File: config.mk
export PLATFORM = sky130hd
export DESIGN_NAME = sonar_echo_rx
export DESIGN_NICKNAME = d
export VERILOG_FILES = /design/src/rtl/sonar_echo_rx.sv
export SDC_FILE = /design/constraint.sdc
export NUM_CORES = 1
export LEC_CHECK = 0
export CELL_PAD_IN_SITES_DETAIL_PLACEMENT = 2
export CELL_PAD_IN_SITES_GLOBAL_PLACEMENT = 2
export CORE_UTILIZATION = 37
export CTS_CLUSTER_SIZE = 14
export DETAILED_ROUTE_END_ITERATION = 7
export PLACE_DENSITY_LB_ADDON = 0.1
export RECOVER_POWER = 100
export SYNTH_ARGS = -nofsm -noshare
export SYNTH_HDL_FRONTEND = slang
export SYNTH_SLANG_ARGS = --single-unit
File: constraint.sdc
create_clock -name clk -period 4.2 [get_ports clk]
set_input_delay 0.42 -clock clk [delete_from_list [all_inputs] [get_ports clk]]
set_output_delay 0.42 -clock clk [all_outputs]
set_load 0.01 [all_outputs]
File: src/rtl/sonar_echo_rx.sv
// Sonar echo receiver: synchronizes the comparator output, looks for a run of
// in-tolerance tone periods after the blanking window and reports time-of-flight.
module sonar_echo_rx #(
    parameter int unsigned CLK_DIV    = 10,
    parameter int unsigned TOL        = 2,
    parameter int unsigned MIN_CYCLES = 4,
    parameter int unsigned BLANK      = 64,
    parameter int unsigned TIMEOUT    = 100000,
    parameter int unsigned CNT_W      = 32
) (
    input  logic             clk,
    input  logic             rst,
    input  logic             start,
    input  logic             echo_in,
    output logic             busy,
    output logic [CNT_W-1:0] tof,
    output logic             tof_valid,
    output logic             timeout
);

    localparam int unsigned PERIOD = 2 * (CLK_DIV + 1);
    localparam int unsigned P_LO_I = (PERIOD > TOL + 1) ? (PERIOD - TOL) : 1;
    localparam int unsigned RUN_W  = $clog2(MIN_CYCLES + 1);

    localparam logic [CNT_W-1:0] P_LO      = CNT_W'(P_LO_I);
    localparam logic [CNT_W-1:0] P_HI      = CNT_W'(PERIOD + TOL);
    localparam logic [CNT_W-1:0] BLANK_END = CNT_W'(BLANK - 1);
    localparam logic [CNT_W-1:0] TO_END    = CNT_W'(TIMEOUT - 1);
    localparam logic [CNT_W-1:0] TO_VAL    = CNT_W'(TIMEOUT);
    localparam logic [RUN_W-1:0] RUN_GOAL  = RUN_W'(MIN_CYCLES);

    typedef enum logic [1:0] {
        ST_IDLE,
        ST_BLANK,
        ST_LISTEN
    } state_t;

    state_t           state;
    logic             sync1, sync2, sync3;
    logic [CNT_W-1:0] t;
    logic [CNT_W-1:0] first;
    logic [CNT_W-1:0] last;
    logic [RUN_W-1:0] run;
    logic             have_edge;

    logic             edge_det;
    logic [CNT_W-1:0] p;
    logic             in_tol;
    logic [RUN_W-1:0] run_inc;
    logic             detect;

    // NOTE: every signal gets a default before any condition, so no latch is inferred.
    always_comb begin
        edge_det = sync2 & ~sync3;
        p        = t - last;
        in_tol   = (p >= P_LO) && (p <= P_HI);
        run_inc  = run + RUN_W'(1);
        detect   = 1'b0;
        if (state == ST_LISTEN && edge_det && have_edge && in_tol && run_inc == RUN_GOAL)
            detect = 1'b1;
    end

    // NOTE: state registers use non-blocking assignments so every flop samples pre-edge values.
    always_ff @(posedge clk) begin
        if (rst) begin
            state     <= ST_IDLE;
            sync1     <= 1'b0;
            sync2     <= 1'b0;
            sync3     <= 1'b0;
            t         <= '0;
            first     <= '0;
            last      <= '0;
            run       <= '0;
            have_edge <= 1'b0;
            busy      <= 1'b0;
            tof       <= '0;
            tof_valid <= 1'b0;
            timeout   <= 1'b0;
        end else begin
            sync1     <= echo_in;
            sync2     <= sync1;
            sync3     <= sync2;
            tof_valid <= 1'b0;
            timeout   <= 1'b0;

            if (state != ST_IDLE)
                t <= t + CNT_W'(1);

            case (state)
                ST_IDLE: ;
                ST_BLANK: begin
                    if (t == BLANK_END)
                        state <= ST_LISTEN;
                end
                ST_LISTEN: begin
                    if (edge_det) begin
                        last <= t;
                        if (!have_edge) begin
                            have_edge <= 1'b1;
                            first     <= t;
                            run       <= '0;
                        end else if (in_tol) begin
                            run <= run_inc;
                        end else begin
                            run   <= '0;
                            first <= t;
                        end
                    end
                    // Detection takes priority over a timeout landing on the same cycle.
                    if (detect) begin
                        tof       <= first;
                        tof_valid <= 1'b1;
                        state     <= ST_IDLE;
                        busy      <= 1'b0;
                    end else if (t == TO_END) begin
                        tof     <= TO_VAL;
                        timeout <= 1'b1;
                        state   <= ST_IDLE;
                        busy    <= 1'b0;
                    end
                end
                default: state <= ST_IDLE;
            endcase

            // A start always re-arms; any result decided this cycle still pulses.
            if (start) begin
                state     <= ST_BLANK;
                busy      <= 1'b1;
                t         <= '0;
                run       <= '0;
                have_edge <= 1'b0;
            end
        end
    end

endmodule
==> results by group <==
Pwr
  • Peak VDD IR: 266.8 uV
  • Clock power share: 0.514
  • Power share of the sequential group: 0.466
  • Sw Pwr: roughly 690 uW
  • Static Leak: about 4.0 nW
  • Cell Int Power: 2.169 mW
  • Sw frac: 0.2415
  • Combinational power share: 0.020
  • Power per cell area: 294.7 nW/um^2

Flow run
  • MaxCap Viol Count: 2

Place
  • Place WS: approximately 0.029 ns
  • Final HPWL DP: approximately 22000 microns
  • IO Port Bufs: 38
  • Gpl congestion: about 0.86

Cells and area
  • Layout fillers: 2486
  • Number of diodes: 0
  • Sequential standard cell area: 2803 sq um
  • Share of layout cells above drive strength 1: 0.1125
  • Final nets: ~1100
  • Synth-to-Final Area Change: 16.60%
  • Area of the multi-input gates: 5040 sq um

Global route
  • Global route overflow: 0
  • Tot GR Track Use: 0.2639
  • Vias in the first global route: roughly 8500
  • Largest net degree at the start of global routing: 74
  • Initial antenna violation count: 0
  • First-pass GRT wire length: 47990 microns

Route
  • Wire length per cell: 21.42 microns
  • DRT iter0 DRCs: 296
  • Post-route ant nets: 0
  • Final WL: 29800 microns
  • Residual DRC count: 0
  • Drt pass-1 iters: 5
  • Via count: 7924
  • Post-DR vias/cell: roughly 5.7

Timing
  • Final slew viol count: 76
  • Unrepaired setup endpoints after global routing: false
  • Final Setup Violations: 0
  • Worst-Margin Slew: 2.365 ns
  • Fmax: 250.5 MHz
  • Min Tclk post-route: between 3 and 4 ns
  • Clock Skew: 0.01036 ns
  • Hold Vio Cnt, Final: 0
  • PnR worst setup slack: 0.2085 ns
  • Slew HR: -0.5767
  • Setup TNS: 0 ns
  • Fin crit share: 0.9504

Setup path
  • CP Buf/Inv Count: 2
  • Slowest cell on crit path: or4b_4
  • Critical-path cell list: inv_1, ha_1, fa_1, nand2b_1, a211oi_4, o21ai_2, a31oi_1, nor3b_1, nand4b_1, or4b_4, o21ai_4, buf_12, mux2i_1, nor2_1
  • Crit path launch type: register
  • Critical Path Sink Type: register
  • Largest stage delay, worst path: ~0.57 ns
  • Top fanout value on the critical path: 16
  • Worst Path Required: 4.47 ns
  • Worst Path Arrival: between 4 and 5 ns
  • Family with the most delay on the worst path: simple AND/OR/NAND/NOR gates
  • Critical path type: register to register

Run status
  • Failing checks: max-capacitance violations, max-slew violations
  • Status: complete, but fails checks

CTS
  • Clock transition at path regs: 0.07 ns
  • Clock Sinks: 140
  • CTS tree: done
  • H-tree levels: 4
  • Clock Path Buffers: 2
  • Clock Latency Late Sink: around 0.43 ns
  • Clk root buf: clkbuf_16
  • CTS Buf Count: 17

Synthesis
  • Syn Nets: 1103
  • Area share of the largest cell type after synthesis: 0.3368
  • Post-synth cell types: 81
  • Synth area leaders: dfxtp_1, nand2_1, nor2_1
  • EDFF count, synth: 0
  • Cell with the most instances after synthesis: nand2_1
  • Avg Synthesized Cell Area: 7.820 sq um
  • Syn Inst Count: 1064
  • Ys async rst share: 0
  • Yosys reg bits: 140
  • Sequential share of the synthesized area: 0.3368
  • Synth cell count leaders: nand2_1, dfxtp_1, nor2_1
  • Post-synthesis instance area: 8320 sq um
  • Synth Flop Type: dfxtp_1
  • Cell taking the most area after synthesis: dfxtp_1
  • Total of warnings raised by yosys: 0

Die
  • Die Ht: roughly 150 microns
  • Die area: between 20000 and 25000 sq um
  • Initial Utilization: 0.3789
  • IO Count: 39
  • FP Rows: between 50 and 60
  • Die Width: between 150 and 200 microns
  • Core box area: between 20000 and 25000 sq um

Worst hold path
  • Worst hold path class: register to register
## final timing paths
kind	start	end	slack [ns]	cells after the start
max	t[0]$_SDFFE_PP0P_	first[6]$_SDFFE_PP0P_	0.21	14
min	last[21]$_SDFFE_PP0P_	last[21]$_SDFFE_PP0P_	0.46	2
max reg2reg	t[0]$_SDFFE_PP0P_	first[6]$_SDFFE_PP0P_	0.21	14
min reg2reg	last[21]$_SDFFE_PP0P_	last[21]$_SDFFE_PP0P_	0.46	2
## cells in the final DEF (no fill, tap or decap), types with 25 or more instances in the layout
cell type	instances
o221ai_1	28
a21oi_1	75
nand3_1	50
dlygate4sd3_1	35
xor2_1	25
nor2_1	114
dfxtp_1	140
inv_1	42
ha_1	34
mux2i_1	38
nand2_1	190
buf_4	46
## power groups by stage
stage | Combinational (mW) | Sequential (mW) | Clock, mW
5_1_grt | 0.0634 | 1.33 | 1.55
3_3_place_gp | 0.0580 | 1.36 | 0
3_5_place_dp | 0.0584 | 1.36 | 0
6_report | 0.0576 | 1.33 | 1.47
2_1_floorplan | 0.0395 | 1.36 | 0
4_1_cts | 0.0590 | 1.33 | 1.50
## metrics by stage
step / utilization / hold WS [ns] / instance area (sq um) / total power [mW] / cells
floorplan: - / 0.4138 / 8320 / 1.402 / 1064
global placement: 0.4157 / 0.4240 / 9129 / 1.420 / 1360
detailed placement: 0.4157 / 0.4416 / 9129 / 1.421 / 1360
CTS: 0.4413 / 0.4611 / 9689 / 2.889 / 1391
global route: 0.4418 / 0.4781 / 9702 / 2.949 / 1391
finish: 0.4418 / 0.4559 / 9702 / 2.859 / 1391
## worst register-to-register path, stage by stage (launching register included)
cell and delay, ns:
dfxtp_1 0.34, inv_1 0.08, ha_1 0.24, fa_1 0.40, nand2b_1 0.22, a211oi_4 0.37, o21ai_2 0.19, a31oi_1 0.27
nor3b_1 0.29, nand4b_1 0.13, or4b_4 0.57, o21ai_4 0.23, buf_12 0.21, mux2i_1 0.24, nor2_1 0.07
## repair_timing
| item | CTS | global route |
|---|---|---|
| setup endpoints to repair | 0 | 6 |
| resized for setup | 0 | 5 |
| setup buffers | 0 | 0 |
| hold buffers | 0 | 0 |
## cell families after synthesis
kind of cell / count (synthesis) / share of synthesized area
AND/OR/NAND/NOR: 482 / 0.2741
AO/OA/AOI/OAI: 209 / 0.1815
flip-flops: 140 / 0.3368
buffers and inverters: 116 / 0.06060
XOR/XNOR: 41 / 0.04316
multiplexers: 41 / 0.05022
adder cells (fa/ha/maj): 35 / 0.05353
## routing by layer
| layer | track usage | share of wire | up-vias |
|---|---|---|---|
| met5 | 0 | 0 | - |
| met4 | 0.07483 | 0.018 | 0 |
| met3 | 0.03223 | 0.028 | 31 |
| met2 | 0.4581 | 0.49 | 114 |
| met1 | 0.3435 | 0.47 | 3977 |
| li1 | - | - | 3802 |
## sequential cells by signal, indices dropped and copies added (netlist names), 2 cells and up
name   cells
tof       32
run        3
state      2
last      32
t         32
first     32
## area by class of cell
class,instances,area share
clock buffer,17,0.04385
clock inverter,14,0.01393
inverter,43,0.01664
multi-input combinational,808,0.5195
sequential,140,0.2889
tap,280,0.03611
timing repair buffer,89,0.08112
No activity file was read; power rests on OpenSTA's default activity.
